`src/rtl/pad_pkg.sv`:
```
// pad_pkg: shared definitions for the Mega Drive pad poller.
//   - button bit positions inside the 12-bit active-high button vector
//   - poller state enum
//   - TH phase indices (H1 L1 H2 L2 H3 L3 H4 L4)
// Configuration macro: PAD_READER_SIXBTN_EN selects the full 8-phase
// handshake; without it only H1 and L1 are driven.
package pad_pkg;

    localparam int BTN_UP    = 0;
    localparam int BTN_DOWN  = 1;
    localparam int BTN_LEFT  = 2;
    localparam int BTN_RIGHT = 3;
    localparam int BTN_A     = 4;
    localparam int BTN_B     = 5;
    localparam int BTN_C     = 6;
    localparam int BTN_START = 7;
    localparam int BTN_MODE  = 8;
    localparam int BTN_X     = 9;
    localparam int BTN_Y     = 10;
    localparam int BTN_Z     = 11;

    typedef enum logic [1:0] {
        IDLE,
        PHASE,
        DONE
    } state_t;

    // Even phases drive TH high, odd phases drive it low.
    localparam logic [2:0] H1 = 3'd0;
    localparam logic [2:0] L1 = 3'd1;
    localparam logic [2:0] H2 = 3'd2;
    localparam logic [2:0] L2 = 3'd3;
    localparam logic [2:0] H3 = 3'd4;
    localparam logic [2:0] L3 = 3'd5;
    localparam logic [2:0] H4 = 3'd6;
    localparam logic [2:0] L4 = 3'd7;

`ifdef PAD_READER_SIXBTN_EN
    localparam logic [2:0] LAST_PHASE = L4;
`else
    localparam logic [2:0] LAST_PHASE = L1;
`endif

endpackage

```
`src/rtl/pad_sync.sv`:
```
// pad_sync: parameterised-width two-flop synchronizer.
// Ports:
//   clk    core clock
//   reset  asynchronous, active-high reset (flops go to all ones, the
//          released level of the active-low pad pins)
//   d      asynchronous input bus
//   q      synchronized output bus
module pad_sync #(
    parameter int WIDTH = 6
) (
    input  logic             clk,
    input  logic             reset,
    input  logic [WIDTH-1:0] d,
    output logic [WIDTH-1:0] q
);

    logic [WIDTH-1:0] meta;

    always_ff @(posedge clk or posedge reset) begin
        if (reset) begin
            meta <= '1;
            q    <= '1;
        end else begin
            meta <= d;
            q    <= meta;
        end
    end

endmodule

```
`src/rtl/pad_reader.sv`:
```
// pad_reader: host-side Mega Drive controller-port poller.
// Every POLL_CYC clocks (while poll_en=1) it walks TH through the
// handshake phases, each SETTLE_CYC clocks long, samples D5..D0 at the
// end of each phase and decodes 3-button / 6-button pads.
// Ports:
//   clk      core clock
//   reset    asynchronous, active-high reset
//   poll_en  enables starting new polls (a running poll always completes)
//   pad_in   connector D5..D0, raw, active-low
//   th_out   TH level driven to the pad (registered)
//   th_oe    TH output enable
//   buttons  active-high {Z,Y,X,MODE,START,C,B,A,RIGHT,LEFT,DOWN,UP}
//   present  pad detected on the last poll
//   six_btn  6-button pad detected on the last poll
//   valid    one-cycle pulse when buttons/present/six_btn update
// Configuration macro: PAD_READER_SIXBTN_EN enables the 8-phase
// sequence and 6-button decode; otherwise only H1/L1 are driven.
module pad_reader
    import pad_pkg::*;
#(
    parameter int SETTLE_CYC = 128,
    parameter int POLL_CYC   = 894886
) (
    input  logic        clk,
    input  logic        reset,
    input  logic        poll_en,
    input  logic [5:0]  pad_in,
    output logic        th_out,
    output logic        th_oe,
    output logic [11:0] buttons,
    output logic        present,
    output logic        six_btn,
    output logic        valid
);

    localparam int PW = (POLL_CYC > 1) ? $clog2(POLL_CYC) : 1;
    localparam int SW = (SETTLE_CYC > 1) ? $clog2(SETTLE_CYC) : 1;

    state_t        state, state_n;
    logic [2:0]    phase, phase_n;
    logic [SW-1:0] settle_cnt, settle_n;
    logic [PW-1:0] poll_cnt;
    logic          poll_wrap;
    logic          sample_en;
    logic          load_out;
    logic          th_n;
    logic [5:0]    pad_s;

    logic [5:0]    cap_h1;
    logic [3:0]    cap_l1;    // L1 D5..D2
`ifdef PAD_READER_SIXBTN_EN
    logic [3:0]    cap_l3;    // L3 D3..D0
    logic [3:0]    cap_h4;    // H4 D3..D0
`endif

    logic [11:0]   btn_d;
    logic          present_d;
    logic          six_d;

    pad_sync #(.WIDTH(6)) u_sync (
        .clk   (clk),
        .reset (reset),
        .d     (pad_in),
        .q     (pad_s)
    );

    assign poll_wrap = (poll_cnt == PW'(POLL_CYC - 1));

    // The poll counter free-runs in every state so poll starts stay on a
    // fixed POLL_CYC grid measured from reset release.
    always_ff @(posedge clk or posedge reset) begin
        if (reset) begin
            poll_cnt <= '0;
        end else if (poll_wrap) begin
            poll_cnt <= '0;
        end else begin
            poll_cnt <= poll_cnt + 1'b1;
        end
    end

    always_ff @(posedge clk or posedge reset) begin
        if (reset) begin
            state      <= IDLE;
            phase      <= H1;
            settle_cnt <= '0;
            th_out     <= 1'b1;
            th_oe      <= 1'b0;
        end else begin
            state      <= state_n;
            phase      <= phase_n;
            settle_cnt <= settle_n;
            th_out     <= th_n;
            th_oe      <= 1'b1;
        end
    end

    // TH is derived from the next state/phase so the registered th_out
    // changes on the first cycle of each phase.
    always_comb begin
        state_n   = state;
        phase_n   = phase;
        settle_n  = settle_cnt;
        sample_en = 1'b0;
        load_out  = 1'b0;
        case (state)
            IDLE: begin
                if (poll_wrap && poll_en) begin
                    state_n  = PHASE;
                    phase_n  = H1;
                    settle_n = '0;
                end
            end
            PHASE: begin
                if (settle_cnt == SW'(SETTLE_CYC - 1)) begin
                    sample_en = 1'b1;
                    settle_n  = '0;
                    if (phase == LAST_PHASE) begin
                        state_n = DONE;
                    end else begin
                        phase_n = phase + 3'd1;
                    end
                end else begin
                    settle_n = settle_cnt + 1'b1;
                end
            end
            DONE: begin
                load_out = 1'b1;
                state_n  = IDLE;
            end
            default: begin
                state_n = IDLE;
            end
        endcase
        th_n = (state_n == PHASE) ? ~phase_n[0] : 1'b1;
    end

    always_ff @(posedge clk or posedge reset) begin
        if (reset) begin
            cap_h1 <= '1;
            cap_l1 <= '1;
`ifdef PAD_READER_SIXBTN_EN
            cap_l3 <= '1;
            cap_h4 <= '1;
`endif
        end else if (sample_en) begin
            case (phase)
                H1:      cap_h1 <= pad_s;
                L1:      cap_l1 <= pad_s[5:2];
`ifdef PAD_READER_SIXBTN_EN
                L3:      cap_l3 <= pad_s[3:0];
                H4:      cap_h4 <= pad_s[3:0];
`endif
                default: ;
            endcase
        end
    end

    // A pad pulls D3:D2 low while TH is low; a 6-button pad additionally
    // pulls D3..D0 low in L3. Pins are active-low, buttons active-high.
    always_comb begin
        btn_d     = '0;
        present_d = (cap_l1[1:0] == 2'b00);
`ifdef PAD_READER_SIXBTN_EN
        six_d     = present_d && (cap_l3 == 4'b0000);
`else
        six_d     = 1'b0;
`endif
        if (present_d) begin
            btn_d[BTN_UP]    = ~cap_h1[0];
            btn_d[BTN_DOWN]  = ~cap_h1[1];
            btn_d[BTN_LEFT]  = ~cap_h1[2];
            btn_d[BTN_RIGHT] = ~cap_h1[3];
            btn_d[BTN_B]     = ~cap_h1[4];
            btn_d[BTN_C]     = ~cap_h1[5];
            btn_d[BTN_A]     = ~cap_l1[2];
            btn_d[BTN_START] = ~cap_l1[3];
        end
`ifdef PAD_READER_SIXBTN_EN
        if (six_d) begin
            btn_d[BTN_Z]    = ~cap_h4[0];
            btn_d[BTN_Y]    = ~cap_h4[1];
            btn_d[BTN_X]    = ~cap_h4[2];
            btn_d[BTN_MODE] = ~cap_h4[3];
        end
`endif
    end

    always_ff @(posedge clk or posedge reset) begin
        if (reset) begin
            buttons <= '0;
            present <= 1'b0;
            six_btn <= 1'b0;
            valid   <= 1'b0;
        end else begin
            valid <= load_out;
            if (load_out) begin
                buttons <= btn_d;
                present <= present_d;
                six_btn <= six_d;
            end
        end
    end

endmodule
```
`config.mk`:
```
export PLATFORM = sky130hd
export DESIGN_NAME = pad_reader
export DESIGN_NICKNAME = d
export VERILOG_FILES = /design/src/rtl/pad_pkg.sv /design/src/rtl/pad_sync.sv /design/src/rtl/pad_reader.sv
export SDC_FILE = /design/constraint.sdc
export NUM_CORES = 1
export LEC_CHECK = 0
export ABC_CLOCK_PERIOD_IN_PS = 3000
export BUFFER_PORTS_ARGS = -buffer_cell sky130_fd_sc_hd__buf_4
export CORE_MARGIN = 2
export CORE_UTILIZATION = 43
export CTS_CLUSTER_SIZE = 30
export DETAILED_ROUTE_END_ITERATION = 7
export GPL_TIMING_DRIVEN = 1
export MAX_ROUTING_LAYER = met4
export PLACE_DENSITY_LB_ADDON = 0.15
export SYNTH_ARGS = -nofsm -noshare
export SYNTH_HDL_FRONTEND = slang
export SYNTH_SLANG_ARGS = --single-unit
export TNS_END_PERCENT = 20
```
`constraint.sdc`:
```
create_clock -name clk -period 3 [get_ports clk]
set_input_delay 0.6 -clock clk [delete_from_list [all_inputs] [get_ports clk]]
set_output_delay 0.6 -clock clk [all_outputs]
set_load 0.005 [all_outputs]
```
Word level (Yosys, flattened, before mapping)
Cells that the tools add are included.
Storage, ports and cells
  bits of input ports: 9
  word-level logic and storage cells: 61
  register bits: 66
  output and inout port bits: 17
Cells by class
  bitwise gates (word level): 9
  muxes and demuxes: 17
  $add $sub $neg: 3
  equality and inequality tests: 9
  reductions and logical operators: 9
Operator list (count)
  $add 20x1->20 const B: 1
  $eq 20x20->1 const B: 1
  $mux 20: 1
  $mux 7: 2
  $pmux 7 s2: 1
  $mux 3: 3
  $not 1->1: 9
  $mux 8: 1
  $add 7x1->7 const B: 1
  $eq 7x7->1 const B: 1
  $mux 2: 3
  $ne 2x2->1 const B: 3
  $pmux 3 s2: 1
  $reduce_and 2->1: 3
  $eq 2x1->1 const B: 2
  $logic_not 2->1: 2
  $mux 1: 4
  $pmux 2 s2: 1
  $reduce_and 4->1: 1
  $add 3x1->3 const B: 1
  $eq 3x1->1 const B: 1
  $logic_not 3->1: 1
  $eq 2x2->1 const B: 1
  $reduce_bool 2->1: 1
  $logic_and 1x1->1: 1

Logic depth before layout (Yosys ltp)
  depth in word-level cells: 6
  gate-level depth with buffers: 8
  depth with buffers taken out: 7

Hierarchy
From an unflattened synthesis, not the netlist that was laid out.
Second synthesis, totals
  cells, all modules: 269
  area, all modules: 2917.8 sq um
Modules (own cells, without submodules)
  pad_reader: area an instance 2598.7 sq um, cells each 256, seq. area each 1365.1 sq um, times used 1
  pad_sync: area an instance 319.1 sq um, cells each 13, seq. area each 315.3 sq um, times used 1

Worst setup path before layout
No wires, ideal clock.
  kind: register to register
  start: register poll_cnt[3]
  end: register settle_cnt[5]
  slack: 1.002 ns
  path buffers: 1
  required time: 2.865 ns
  cell stages (with the launch flop): 7
  setup time: 0.135 ns
  arrival: 1.863 ns
  clock period less this slack: 1.998 ns
  cell sequence: dfrtp_1 -> or4b_4 -> nor4_4 -> a21oi_2 -> buf_6 -> o311ai_2 -> o41ai_2
Between the ends
  word-level cells in the longest chain between the ends: 4
RTL lines
  from (decl): line pad_reader.sv:42  | logic [PW-1:0] poll_cnt;
  from (signal assigned): line pad_reader.sv:77  | poll_cnt <= poll_cnt + 1'b1;
  $eq 20x20->1: line pad_reader.sv:67  | assign poll_wrap = (poll_cnt == PW'(POLL_CYC - 1));
  $logic_and 1x1->1: line pad_reader.sv:107  | if (poll_wrap && poll_en) begin
  $ne 2x2->1 (no line)
  $reduce_and 2->1 (no line)
  to (signal assigned): line pad_reader.sv:91  | settle_cnt <= settle_n;
  to (decl): line pad_reader.sv:41  | logic [SW-1:0] settle_cnt, settle_n;
Every way passes these cells.
A chain may end at the register's enable or synchronous reset.

Worst setup path in the final report
  start: register settle_cnt[0]
  end: register cap_h1[3]
Between the ends
  word-level cells in the longest chain between the ends: 4
RTL lines
  $eq 7x7->1: line pad_reader.sv:114  | if (settle_cnt == SW'(SETTLE_CYC - 1)) begin
  $mux 1: line pad_reader.sv:114
  $mux 1: line pad_reader.sv:105  | case (state)
  $reduce_and 2->1 (no line)
  to (signal assigned): line pad_reader.sv:147  | H1: cap_h1 <= pad_s;
  to (decl): line pad_reader.sv:49  | logic [5:0] cap_h1;
Every way passes these cells.

==> impl_table.tex <==
\begin{tabular}{lr}
\hline
Metric & Value \\
\hline
\multicolumn{2}{l}{\textbf{Outcome}} \\
\quad Status & completed \\
\multicolumn{2}{l}{\textbf{Setup path}} \\
\quad Required arrival time at the worst endpoint & 3.26 ns \\
\quad Critical Path Most Common Cell & sky130\_fd\_sc\_hd\_\_nand3\_1 \\
\quad Cell-by-cell listing of the critical path & ha\_1 > nand3\_1 > or2\_2 > nor3\_1 > nand3\_1 > mux2\_2 \\
\quad Startpoint Class & register \\
\quad Delay contributed by the slowest stage of the critical path & 0.41 ns \\
\quad Critical Path AT & 2.64 ns \\
\quad Highest fanout seen on the critical path & 6 \\
\quad Family of cells with the greatest summed delay on the critical path & simple AND/OR/NAND/NOR gates \\
\quad Worst setup EP type & register \\
\quad R2r setup slk & 0.62 ns \\
\quad Worst Setup Path Type & reg2reg \\
\quad WP buf/inv & 0 \\
\quad Master of the slowest instance on the critical path & sky130\_fd\_sc\_hd\_\_nor3\_1 \\
\multicolumn{2}{l}{\textbf{Power}} \\
\quad Part of the power in combinational logic & 0.018 \\
\quad Power Density & 544.9 nW/um2 \\
\quad Portion of total power attributed to sequential cells & 0.519 \\
\quad Net load switching power & 0.3473 mW \\
\quad Internal cell power & 1.404 mW \\
\quad Switching fraction of total power & 0.1983 \\
\quad Overall power & 1.751 mW \\
\quad Clock share of power & 0.463 \\
\quad Max rail drop VDD & 0.0003713 V \\
\quad Leakage Power & 1.454 nW \\
\multicolumn{2}{l}{\textbf{Synthesis}} \\
\quad Warnings, synthesis & 0 \\
\quad Fraction of synthesis flops using an asynchronous set or reset pin & 1.000 \\
\quad Primary FF master, synth & sky130\_fd\_sc\_hd\_\_dfrtp\_1 \\
\quad Register bit count reported by yosys & 66 \\
\quad Average cell area after synthesis & 11.44 um2 \\
\quad Cell count after synthesis & 244 \\
\quad Number of library cell types mapped by synthesis & 45 \\
\quad Seq/Total Area, Yosys & 0.6022 \\
\quad Number of enable-type register cells in the synthesized netlist & 0 \\
\quad Combined area of all synthesized cells & 2790 um2 \\
\multicolumn{2}{l}{\textbf{Clocking}} \\
\quad CTS Hold Buffers Added & 0 \\
\quad Total number of H-tree levels & 3 \\
\quad Post-CTS Repair Setup Buffers & 0 \\
\quad Clk pin slew, worst setup/hold paths & 0.07 ns \\
\quad Number of gates given a new drive strength after cts & 0 \\
\quad Later-pin clock latency in the skew report & 0.34 ns \\
\quad Max Buffers Root-to-Sink & 2 \\
\quad Buffer cell driving the clock tree root & sky130\_fd\_sc\_hd\_\_clkbuf\_8 \\
\quad Clk sinks & 66 \\
\quad Clock tree from TritonCTS & done \\
\quad Number of clock buffers inserted by TritonCTS & 9 \\
\multicolumn{2}{l}{\textbf{Timing}} \\
\quad Max Clock Freq & 0.4210 GHz \\
\quad Final setup viols & 0 \\
\quad Transition time of the tightest slew-check pin & 0.6795 ns \\
\quad Count of endpoints failing hold in the final timing report & 0 \\
\quad Share of the clock period used by the worst path after layout & 0.7919 \\
\quad RSZ-0062 raised after global routing & false \\
\quad Final Critical Period & 2.376 ns \\
\quad Final setup skew & 0.005577 ns \\
\quad Max-slew violation total from the final report & 0 \\
\quad Post-route setup slack & 0.6244 ns \\
\quad Aggregate negative setup slack & 0 ns \\
\quad Worst slew margin & 0.5411 \\
\multicolumn{2}{l}{\textbf{Routing}} \\
\quad Detail-routed net length per standard cell & 13.45 um \\
\quad Count of antenna-violating nets left after detailed routing & 0 \\
\quad First-iteration detailed-routing DRC count & 58 \\
\quad Number of search-and-repair iterations in the first detailed-routing pass & 5 \\
\quad Via total after detailed routing & 1763 \\
\quad Residual DRC count & 0 \\
\quad Total wirelength of the detailed-routed design & 4706 um \\
\quad Per-cell via count in the routed design & 5.037 \\
\multicolumn{2}{l}{\textbf{Hold path}} \\
\quad HP Class & reg2reg \\
\multicolumn{2}{l}{\textbf{Placed design}} \\
\quad Count of buffers inserted at the top-level ports & 20 \\
\quad Pre-CTS setup slack & 0.6393 ns \\
\quad Weighted congestion reported at the end of routability-driven placement & 0.7490 \\
\quad Placed wire-length estimate & 3150 um \\
\multicolumn{2}{l}{\textbf{Layout}} \\
\quad Most common cell after layout, fill and taps aside & sky130\_fd\_sc\_hd\_\_dfrtp\_1 \\
\quad Highest-count cells in the layout ignoring fill and taps & sky130\_fd\_sc\_hd\_\_dfrtp\_1 (43), sky130\_fd\_sc\_hd\_\_nor2\_1 (26), sky130\_fd\_sc\_hd\_\_dfstp\_2 (23) \\
\quad Area growth from synthesis to layout & 15.20\% \\
\quad Share of the core filled with cells & 0.5091 \\
\quad Share of post-route cells with drive strength above 1 & 0.2857 \\
\quad Nets & 280 \\
\quad Antenna diode count & 0 \\
\multicolumn{2}{l}{\textbf{GRT}} \\
\quad Pin count of the biggest net entering global routing & 37 \\
\quad Remaining Overflow, GRT & 0 \\
\quad Initial antenna violation count & 0 \\
\quad Via count of the first global-routing pass & 1758 \\
\quad Combined global-route utilization of all metal layers & 0.1534 \\
\quad Global-route wire length before repair & 8273 um \\
\multicolumn{2}{l}{\textbf{Flow run}} \\
\quad Maxcap violations & 0 \\
\multicolumn{2}{l}{\textbf{Floorplan}} \\
\quad Number of core rows & 29 \\
\quad Initial core utilization & 0.4419 \\
\quad Die ar. & 7149 um2 \\
\quad Horizontal extent of the die & 84.55 um \\
\quad I/O pins & 26 \\
\quad Chip height & 84.55 um \\
\quad Core area & 6314 um2 \\
\hline
\end{tabular}
## power by group through the flow
stage	sequential [mW]	clock (mW)	combinational (mW)
4_1_cts	0.909	0.841	0.0326
6_report	0.909	0.811	0.0310
2_1_floorplan	0.923	0	0.0193
5_1_grt	0.910	0.874	0.0365
3_5_place_dp	0.925	0	0.0325
3_3_place_gp	0.925	0	0.0325
## sequential cells by signal (all words and copies together) (netlist names)
| name | cells |
|---|---|
| poll_cnt | 20 |
| buttons | 8 |
| settle_cnt | 7 |
| cap_h1 | 6 |
| u_sync.meta | 6 |
| u_sync.q | 6 |
| cap_l1 | 4 |
| phase | 3 |
| state | 2 |
| present | 1 |
| th_oe | 1 |
| th_out | 1 |
| valid | 1 |
## final cells by class
| cell class | instances | area, um2 |
|---|---|---|
| Fill cell | 589 | 3099 |
| Timing Repair Buffer | 21 | 170.2 |
| Clock inverter | 5 | 77.57 |
| Tap cell | 77 | 96.34 |
| Inverter | 8 | 30.03 |
| Sequential cell | 66 | 1680 |
| Clock buffer | 11 | 141.4 |
| Multi-Input combinational cell | 162 | 1018 |
## Yosys cell counts, types with 2 or more instances
master | count | area share
sky130_fd_sc_hd__dfrtp_1 | 43 | 0.39
sky130_fd_sc_hd__nor2_1 | 26 | 0.035
sky130_fd_sc_hd__dfstp_2 | 23 | 0.22
sky130_fd_sc_hd__nand2_1 | 21 | 0.028
sky130_fd_sc_hd__o21ai_0 | 16 | 0.029
sky130_fd_sc_hd__nand3_1 | 13 | 0.023
sky130_fd_sc_hd__mux2_2 | 10 | 0.040
sky130_fd_sc_hd__xor2_1 | 9 | 0.028
sky130_fd_sc_hd__inv_1 | 8 | 0.011
sky130_fd_sc_hd__xnor2_1 | 8 | 0.025
sky130_fd_sc_hd__nand4_1 | 7 | 0.016
sky130_fd_sc_hd__buf_4 | 6 | 0.016
sky130_fd_sc_hd__clkbuf_1 | 4 | 0.0054
sky130_fd_sc_hd__nand2b_1 | 4 | 0.0090
sky130_fd_sc_hd__nor3_1 | 4 | 0.0072
sky130_fd_sc_hd__and2_1 | 3 | 0.0067
sky130_fd_sc_hd__ha_1 | 3 | 0.013
sky130_fd_sc_hd__o31ai_1 | 3 | 0.0081
sky130_fd_sc_hd__or3_1 | 3 | 0.0067
sky130_fd_sc_hd__a21oi_1 | 2 | 0.0036
sky130_fd_sc_hd__a31oi_1 | 2 | 0.0045
sky130_fd_sc_hd__and3_1 | 2 | 0.0045
sky130_fd_sc_hd__conb_1 | 2 | 0.0027
## layer usage
metal,vias to the layer above,share of wire,global-route usage
met5,-,0,-
met4,0,0.0034,0.04762
met3,2,0.042,0.06588
met2,29,0.46,0.2147
met1,856,0.50,0.2027
li1,876,-,-
## cells by family (layout without fill, tap and decap cells)
group                    after synthesis  after routing  synth area share
XOR/XNOR                              17             17           0.05337
flip-flops                            66             66            0.6022
AO/OA/AOI/OAI                         34             34           0.08207
other                                  2              6          0.002692
AND/OR/NAND/NOR                       92             92            0.1677
adder cells (fa/ha/maj)                3              3           0.01345
multiplexers                          10             10           0.04036
buffers and inverters                 20             45           0.03811
## worst paths after layout
check,from,end,cells past startpoint
max,settle_cnt[0],cap_h1[3],6
min,u_sync.meta[5],u_sync.q[5],0
max reg2reg,settle_cnt[0],cap_h1[3],6
min reg2reg,u_sync.meta[5],u_sync.q[5],0
max in group asynchronous,reset,th_out,3
min in group asynchronous,reset,th_oe,2
## stage by stage
stage / hold slack [ns] / cells / instance area, um2
2_1_floorplan: 0.3452 / 248 / 2805
3_3_place_gp: 0.3458 / 334 / 2995
3_5_place_dp: 0.3468 / 334 / 2995
4_1_cts: 0.3425 / 350 / 3214
5_1_grt: 0.3370 / 350 / 3214
6_report: 0.3534 / 350 / 3214
(Power assumes the default switching activity.)
